===== src/rtl/baud_tick_gen.sv =====
// Programmable oversample/bit/mid-bit tick generator for serial datapaths.
// A prescaler divides clk by div_active; a second counter divides that tick by OVS.
module baud_tick_gen #(
  parameter int CNT_W       = 16,
  parameter int DEFAULT_DIV = 217,
  parameter int OVS         = 16,
  parameter int OVS_W       = 4
) (
  input  logic             clk,
  input  logic             s_reset_n,
  input  logic             enable,
  input  logic             div_load,
  input  logic [CNT_W-1:0] div_value,
  input  logic             phase_sync,
  output logic             ovs_tick,
  output logic             bit_tick,
  output logic             mid_tick,
  output logic [CNT_W-1:0] div_active,
  output logic             load_pending
);

  localparam logic [CNT_W-1:0] DIV_RESET = CNT_W'(DEFAULT_DIV);
  localparam logic [CNT_W-1:0] DIV_MIN   = CNT_W'(2);
  localparam logic [CNT_W-1:0] CNT_ONE   = CNT_W'(1);
  localparam logic [OVS_W-1:0] OCNT_LAST = OVS_W'(OVS - 1);
  localparam logic [OVS_W-1:0] OCNT_MID  = OVS_W'(OVS / 2 - 1);

  logic [CNT_W-1:0] pcnt;
  logic [CNT_W-1:0] shadow;
  logic [CNT_W-1:0] div_clamped;
  logic [OVS_W-1:0] ocnt;
  logic             rollover;

  // Divisors below 2 would make the prescaler degenerate, so they are raised to 2.
  assign div_clamped = (div_value < DIV_MIN) ? DIV_MIN : div_value;
  assign rollover    = enable && (pcnt == (div_active - CNT_ONE));

  always_ff @(posedge clk) begin
    if (!s_reset_n) begin
      pcnt <= '0;
      ocnt <= '0;
    end else if (phase_sync) begin
      pcnt <= '0;
      ocnt <= '0;
    end else if (rollover) begin
      pcnt <= '0;
      ocnt <= (ocnt == OCNT_LAST) ? '0 : ocnt + 1'b1;
    end else if (enable) begin
      pcnt <= pcnt + 1'b1;
    end
  end

  always_ff @(posedge clk) begin
    if (!s_reset_n || phase_sync) begin
      ovs_tick <= 1'b0;
      bit_tick <= 1'b0;
      mid_tick <= 1'b0;
    end else begin
      ovs_tick <= rollover;
      bit_tick <= rollover && (ocnt == OCNT_LAST);
      mid_tick <= rollover && (ocnt == OCNT_MID);
    end
  end

  // New divisors only take effect at a period boundary (rollover or phase_sync),
  // so a period already in progress keeps its length.
  always_ff @(posedge clk) begin
    if (!s_reset_n) begin
      div_active   <= DIV_RESET;
      shadow       <= DIV_RESET;
      load_pending <= 1'b0;
    end else if (phase_sync) begin
      if (div_load) begin
        shadow     <= div_clamped;
        div_active <= div_clamped;
      end else if (load_pending) begin
        div_active <= shadow;
      end
      load_pending <= 1'b0;
    end else if (div_load) begin
      shadow <= div_clamped;
      if (rollover) begin
        div_active   <= div_clamped;
        load_pending <= 1'b0;
      end else begin
        load_pending <= 1'b1;
      end
    end else if (rollover && load_pending) begin
      div_active   <= shadow;
      load_pending <= 1'b0;
    end
  end

endmodule


===== config.mk =====
export PLATFORM = sky130hd
export DESIGN_NAME = baud_tick_gen
export DESIGN_NICKNAME = d
export VERILOG_FILES = /design/src/rtl/baud_tick_gen.sv
export SDC_FILE = /design/constraint.sdc
export NUM_CORES = 1
export LEC_CHECK = 0
export BUFFER_PORTS_ARGS = -buffer_cell sky130_fd_sc_hd__buf_2
export CORE_ASPECT_RATIO = 1.25
export CORE_MARGIN = 1
export CORE_UTILIZATION = 30
export DETAILED_ROUTE_END_ITERATION = 6
export GPL_ROUTABILITY_DRIVEN = 0
export SYNTH_ARGS = -nofsm -noshare
export SYNTH_HDL_FRONTEND = slang
export SYNTH_SLANG_ARGS = --single-unit

===== constraint.sdc =====
create_clock -name clk -period 8.54 [get_ports clk]
set_input_delay 0.427 -clock clk [delete_from_list [all_inputs] [get_ports clk]]
set_output_delay 0.427 -clock clk [all_outputs]
set_load 0.01 [all_outputs]

==> reports/qor.txt, run 1 <==
status - completed
CP max stage cell - or4_1
Clk Latency, worst-skew pair - 0.30 ns
distinct cell type count after synthesis - 53
fmax - 0.2948 GHz
Tot GR Track Use - 0.1501
# IOs - 41
non-filler cells, final - 509
crit path max fanout - 41
cells after synthesis - 360
Flop pwr share - 0.464
CP Launch Type - flip-flop
# diodes - 0
combinational fraction of design power - 0.110
Max IR drop VDD - 0.00008632 V
Sum Neg Setup Slack - 0 ns
row count - 41
Core Area - 0.01005 mm²
Post-Route WL - 7530 µm
starting density of the core - 0.3077
DP Cell Count - 502
fin area - 0.003525 mm²
critical-path cell list - inv_1, ha_1, or3b_2, or4_4, mux2_2, a211oi_1, or4_1, buf_4, or3b_1, a21oi_1
number of synthesized register bits - 56
number of enable flip-flop cells after synthesis - 0
clock skew - 0.004880 ns
HP Class - in2reg
RSZ-0062 raised after global routing - no
crit path DAT - 3.62 ns
Lkg Pwr - 1.335 nW
total global routing overflow - 0
clock share of power - 0.426
DP HPWL - 5368 µm
actual slew at the worst max-slew pin - 0.9496 ns
CP Launch Point - div_active[0]
Final Critical Period - 3.392 ns
max incr delay on CP - 0.51 ns
fraction of layout cells with a size suffix above 1 - 0.1553
FF-to-FF Start - div_active[0]
Routed WL per cell - 14.79 µm
Slew headroom - 0.3611
sw frac - 0.2390
H-tree depth - 2
CTS tree - built
Final setup violation count - 0
Async SR Flop Fraction - 0
Initial DRT Pass Iterations - 4
via-per-instance ratio - 5.293
sequential area share after synthesis - 0.3623
Internal Power - 465.6 µW
net count after synthesis - 384
Post-CTS Resized - 0
top cell type by total area after synthesis - dfxtp_1
vias in the first global route - 2531
First DRT Iteration DRCs - 172
Root Driver - clkbuf_16
Worst setup EP type - flip-flop
drc violations - 0
clock-pin slew on the worst setup and hold paths - 0.07 ns
NetSw - 146.2 µW
Vert. Die Dim - 115.5 µm
Post-Syn Area - 0.003094 mm²
Bufs on Longest Clock Path - 2
Post-Place Cell Area - 0.003339 mm²
Worst EP required - 8.77 ns
via count - 2694
most used flip-flop cell after synthesis - dfxtp_1
Area Overhead vs Synth - 13.91%
Crit Path Category - reg2reg
post-CTS setup buffer count - 0
die width - 92.84 µm
YS warnings - 0
initial antenna violation count - 0
largest net degree at the start of global routing - 50
DRT antenna net count - 0
Final Hold Fails - 0
hold path startpoint - div_value[3]
hold_buf cts - 0
power density over the cells - 173.6 mW/mm²
worst hold slack - 0.4253 ns
period utilization - 0.3972
Final Max Slew Viols - 0
Synth top area share - 0.3623
fin nets - 404
Num CTS Buffers - 5
Final Core Density - 0.3505
Max-Cap Viols - 0
Num Clock Sinks - 56
Port Buffers - 40
largest cells by area after synthesis - dfxtp_1 (36%), mux2i_1 (5.2%), xnor2_1 (4.8%)
area of the die - 0.01073 mm²
Fillers - 1062
syn_area_per_cell - 8.595 µm²
first-pass GRT wire length - 12590 µm
==> area by class of cell <==
| cell class | count | area (µm²) | share of cell area |
|---|---|---|---|
| sequential | 56 | 1121 | 0.3181 |
| clock buffer | 5 | 125.1 | 0.03550 |
| tap | 129 | 161.4 | 0.04579 |
| timing repair buffer | 43 | 222.7 | 0.06319 |
| multi-input combinational | 264 | 1797 | 0.5098 |
| inverter | 10 | 37.54 | 0.01065 |
| clock inverter | 2 | 60.06 | 0.01704 |
==> worst paths after layout <==
| kind | depth (start not counted) | slack, ns | endpoint |
|---|---|---|---|
| worst max register to register | 10 | 5.15 | ocnt[0] |
| worst min-delay path | 3 | 0.43 | shadow[3] |
| worst min register to register | 1 | 0.48 | mid_tick |
| worst max-delay path | 10 | 5.15 | ocnt[0] |
==> through the flow <==
stage / setup slack (ns) / power (mW)
after floorplan: 5.453 / 0.3341
after global placement: 5.279 / 0.3556
after detailed placement: 5.173 / 0.3573
after CTS: 5.152 / 0.6190
after global routing: 4.982 / 0.6362
final: 5.148 / 0.6118
==> logic make-up after synthesis <==
family / after synthesis / synth area share
flip-flops: 56 / 0.3623
adder cells (fa/ha/maj): 3 / 0.01213
AO/OA/AOI/OAI: 38 / 0.09341
XOR/XNOR: 34 / 0.09624
buffers and inverters: 40 / 0.05702
AND/OR/NAND/NOR: 172 / 0.3235
multiplexers: 17 / 0.05540
==> power groups by stage <==
stage                     logic [mW]  clock network, mW  registers [mW]
after global placement        0.0663                  0           0.289
after floorplan               0.0486                  0           0.285
after detailed placement      0.0672                  0           0.290
final                         0.0673              0.260           0.284
after CTS                     0.0677              0.267           0.284
after global routing          0.0752              0.275           0.286
==> critical path, delay by kind of cell, from the launching register on <==
family / cells / cell delay (ns)
adder cells (fa/ha/maj): 1 / 0.28
multiplexers: 1 / 0.24
AND/OR/NAND/NOR: 4 / 1.85
AO/OA/AOI/OAI: 2 / 0.19
buffers and inverters: 2 / 0.37
flip-flops: 1 / 0.37
==> cell usage in the layout (no fill, tap or decap), types with 6 or more instances in the layout <==
| cell type | synthesis | layout |
|---|---|---|
| dfxtp_1 | 56 | 56 |
| buf_2 | 6 | 40 |
| nor2_1 | 31 | 31 |
| nand3_1 | 22 | 22 |
| nand2_1 | 18 | 18 |
| xor2_1 | 17 | 17 |
| nor3_1 | 17 | 17 |
| xnor2_1 | 17 | 17 |
| mux2i_1 | 16 | 16 |
| nand3b_1 | 14 | 14 |
| nor2b_1 | 12 | 12 |
| nand4b_1 | 12 | 12 |
| a32oi_1 | 11 | 11 |
| inv_1 | 10 | 10 |
| nor4_1 | 8 | 8 |
| nand4_1 | 7 | 7 |
| o21ai_0 | 6 | 6 |
==> state kept, by name, indices dropped and copies added, names as in the netlist <==
register	cells
ocnt	4
div_active	16
pcnt	16
bit_tick	1
mid_tick	1
shadow	16
load_pending	1
ovs_tick	1
==> layer usage <==
layer	part of all wire	global-route usage	vias to the layer above
li1	-	-	1334
met1	0.45	0.1831	1268
met2	0.47	0.2471	74
met3	0.045	0.02887	18
met4	0.038	0.08615	0
met5	0	0	-
==> synth_stat cells, types with 2 or more instances <==
library cell / instances
buf_6: 2
ha_1: 3
buf_2: 6
nand2_1: 18
mux2i_1: 16
nand3_1: 22
and2_1: 3
nand4b_1: 12
nor2_1: 31
o211ai_1: 2
or4_4: 2
o21ai_0: 6
nand3b_1: 14
nand4_1: 7
nor3_1: 17
and3_1: 2
xor2_1: 17
o21bai_1: 2
clkbuf_1: 20
nor4_1: 8
xnor2_1: 17
a21oi_1: 4
or3_1: 3
or4_1: 5
dfxtp_1: 56
a32oi_1: 11
inv_1: 10
nor2b_1: 12
o31ai_1: 2
nor4bb_1: 4
nor3b_1: 3
a211oi_1: 2
No activity file was read; power rests on OpenSTA's default activity.
==> run 2: changes to the inputs <==
- clock period: 8.54 -> 3 ns (I/O delays scaled with it)
==> reports/qor.txt, run 2 (same netlist as run 1, synthesis figures left out) <==
Final Max Slew Viols - 0
total global routing overflow - 0
DP Cell Count - 523
row count - 41
Num CTS Buffers - 5
crit path DAT - 3.13 ns
FF-to-FF End - ocnt[0]
reg2reg path depth - 8
power density over the cells - 428.8 mW/mm²
area of the die - 0.01073 mm²
commonest non-fill, non-tap cells in the layout - dfxtp_1 (54), buf_2 (40), nor2_1 (31), buf_4 (24), nand3_1 (22)
starting density of the core - 0.3077
fin area - 0.003747 mm²
Final Critical Period - 2.907 ns
max incr delay on CP - 0.56 ns
fin nets - 428
Num Clock Sinks - 56
CTS tree - built
first-pass GRT wire length - 12390 µm
hold path startpoint - div_value[6]
RSZ-0062 raised after global routing - no
sequential cell area - 0.001124 mm²
Root Driver - clkbuf_16
Area Overhead vs Synth - 21.11%
fraction of layout cells with a size suffix above 1 - 0.2247
Top Usage Layer GRT - met2
CP max stage cell - or4_4
CP dominant cell by count - or4_4
Final setup violation count - 0
Vert. Die Dim - 115.5 µm
Initial DRT Pass Iterations - 4
Hold Path Depth - 3
met3 usage - 0.02625
Fillers - 1048
Bufs on Longest Clock Path - 2
worst setup margin - 0.09311 ns
hold_buf cts - 0
clock-pin slew on the worst setup and hold paths - 0.07 ns
Max IR drop VDD - 0.0002072 V
fmax - 0.3440 GHz
Routed WL per cell - 14.41 µm
Clk Latency, worst-skew pair - 0.29 ns
FF-to-FF Start - div_active[4]
Crit Path Category - reg2reg
Tot GR Track Use - 0.1455
actual slew at the worst max-slew pin - 0.7766 ns
Post-Place Cell Area - 0.003525 mm²
dpl ws - -0.04595 ns
Hold Path End - shadow[6]
First DRT Iteration DRCs - 134
Slew headroom - 0.4823
H-tree depth - 2
crit path max fanout - 9
Core Area - 0.01005 mm²
DP HPWL - 5501 µm
vias in the first global route - 2579
Worst setup EP type - flip-flop
die width - 92.84 µm
reg-to-reg slack, setup - 0.09 ns
critical-path cell list - or4_4, or4_4, mux2_2, a211oi_1, or4_4, buf_8, or3b_1, a21oi_1
drc violations - 0
Final Core Density - 0.3727
non-filler cells, final - 534
Worst EP required - 3.23 ns
largest net degree at the start of global routing - 50
clock skew - 0.003994 ns
via count - 2784
most common cell after layout, fill and taps aside - dfxtp_1
Port Buffers - 40
DRT antenna net count - 0
HP Class - in2reg
Final Hold Fails - 0
multi-input logic area - 0.001832 mm²
GRT met1 Usage - 0.1751
status - completed
GR Layer Usage met2 - 0.2529
via-per-instance ratio - 5.213
Lkg Pwr - 1.460 nW
# IOs - 41
initial antenna violation count - 0
CP Launch Type - flip-flop
Post-Route WL - 7695 µm
Total Power - 1.607 mW
period utilization - 0.9690
top flop regs - div_active: 16 flops, pcnt: 16 flops, shadow: 16 flops
Max-Cap Viols - 0
# diodes - 0
[run 2: what timing repair did]
action	4_1_cts	5_1_grt
buffers inserted	2	0
gates cloned	1	0
endpoints found under the setup margin	10	19
pin swaps	1	3
resized for setup	5	4
hold endpoints to repair	0	0
[run 2: routing by layer]
| layer | up-vias | wire length [µm] | part of all wire |
|---|---|---|---|
| met5 | - | 0 | 0 |
| met4 | 0 | 221 | 0.029 |
| met3 | 18 | 286 | 0.037 |
| met2 | 71 | 3799 | 0.49 |
| li1 | 1391 | - | - |
| met1 | 1304 | 3386 | 0.44 |
[run 2: worst max-delay path: cells and delay by family (launching register included)]
kind	cells	cell delay, ns
flip-flops	1	0.33
AND/OR/NAND/NOR	4	1.92
multiplexers	1	0.24
buffers and inverters	1	0.16
AO/OA/AOI/OAI	2	0.20
[run 2: stage by stage]
stage | TNS, ns | hold slack (ns)
after floorplan | 0 | 0.3128
final | 0 | 0.1463
after global placement | 0 | 0.4481
after CTS | 0 | 0.1453
after global routing | 0 | 0.1556
after detailed placement | -0.04951 | 0.4514
[run 2: power breakdown]
| part | internal (mW) | switching, mW | leakage (nW) |
|---|---|---|---|
| clock network | 0.312 | 0.269 | 0.0671 |
| registers | 0.772 | 0.0209 | 0.457 |
| logic | 0.101 | 0.132 | 0.936 |
| total | 1.18 | 0.422 | 1.46 |
[run 2: worst max-delay path by stage]
stage               cells past startpoint     startpoint       to  slack, ns
finish                                  8  div_active[4]  ocnt[0]       0.09
global route                           11  div_active[1]  ocnt[0]      0.004
CTS                                     9  div_active[4]  ocnt[0]       0.02
detailed placement                     10  div_active[0]  ocnt[0]      -0.05
global placement                       10  div_active[0]  ocnt[0]       0.02
floorplan                              10  div_active[0]  ocnt[3]      0.009
[run 2: cell type report]
class | count | area share
Multi-Input combinational cell | 264 | 0.4888
Sequential cell | 56 | 0.2998
Timing Repair Buffer | 67 | 0.1195
Tap cell | 129 | 0.04307
Clock buffer | 6 | 0.03439
Inverter | 10 | 0.01002
Clock inverter | 2 | 0.004341
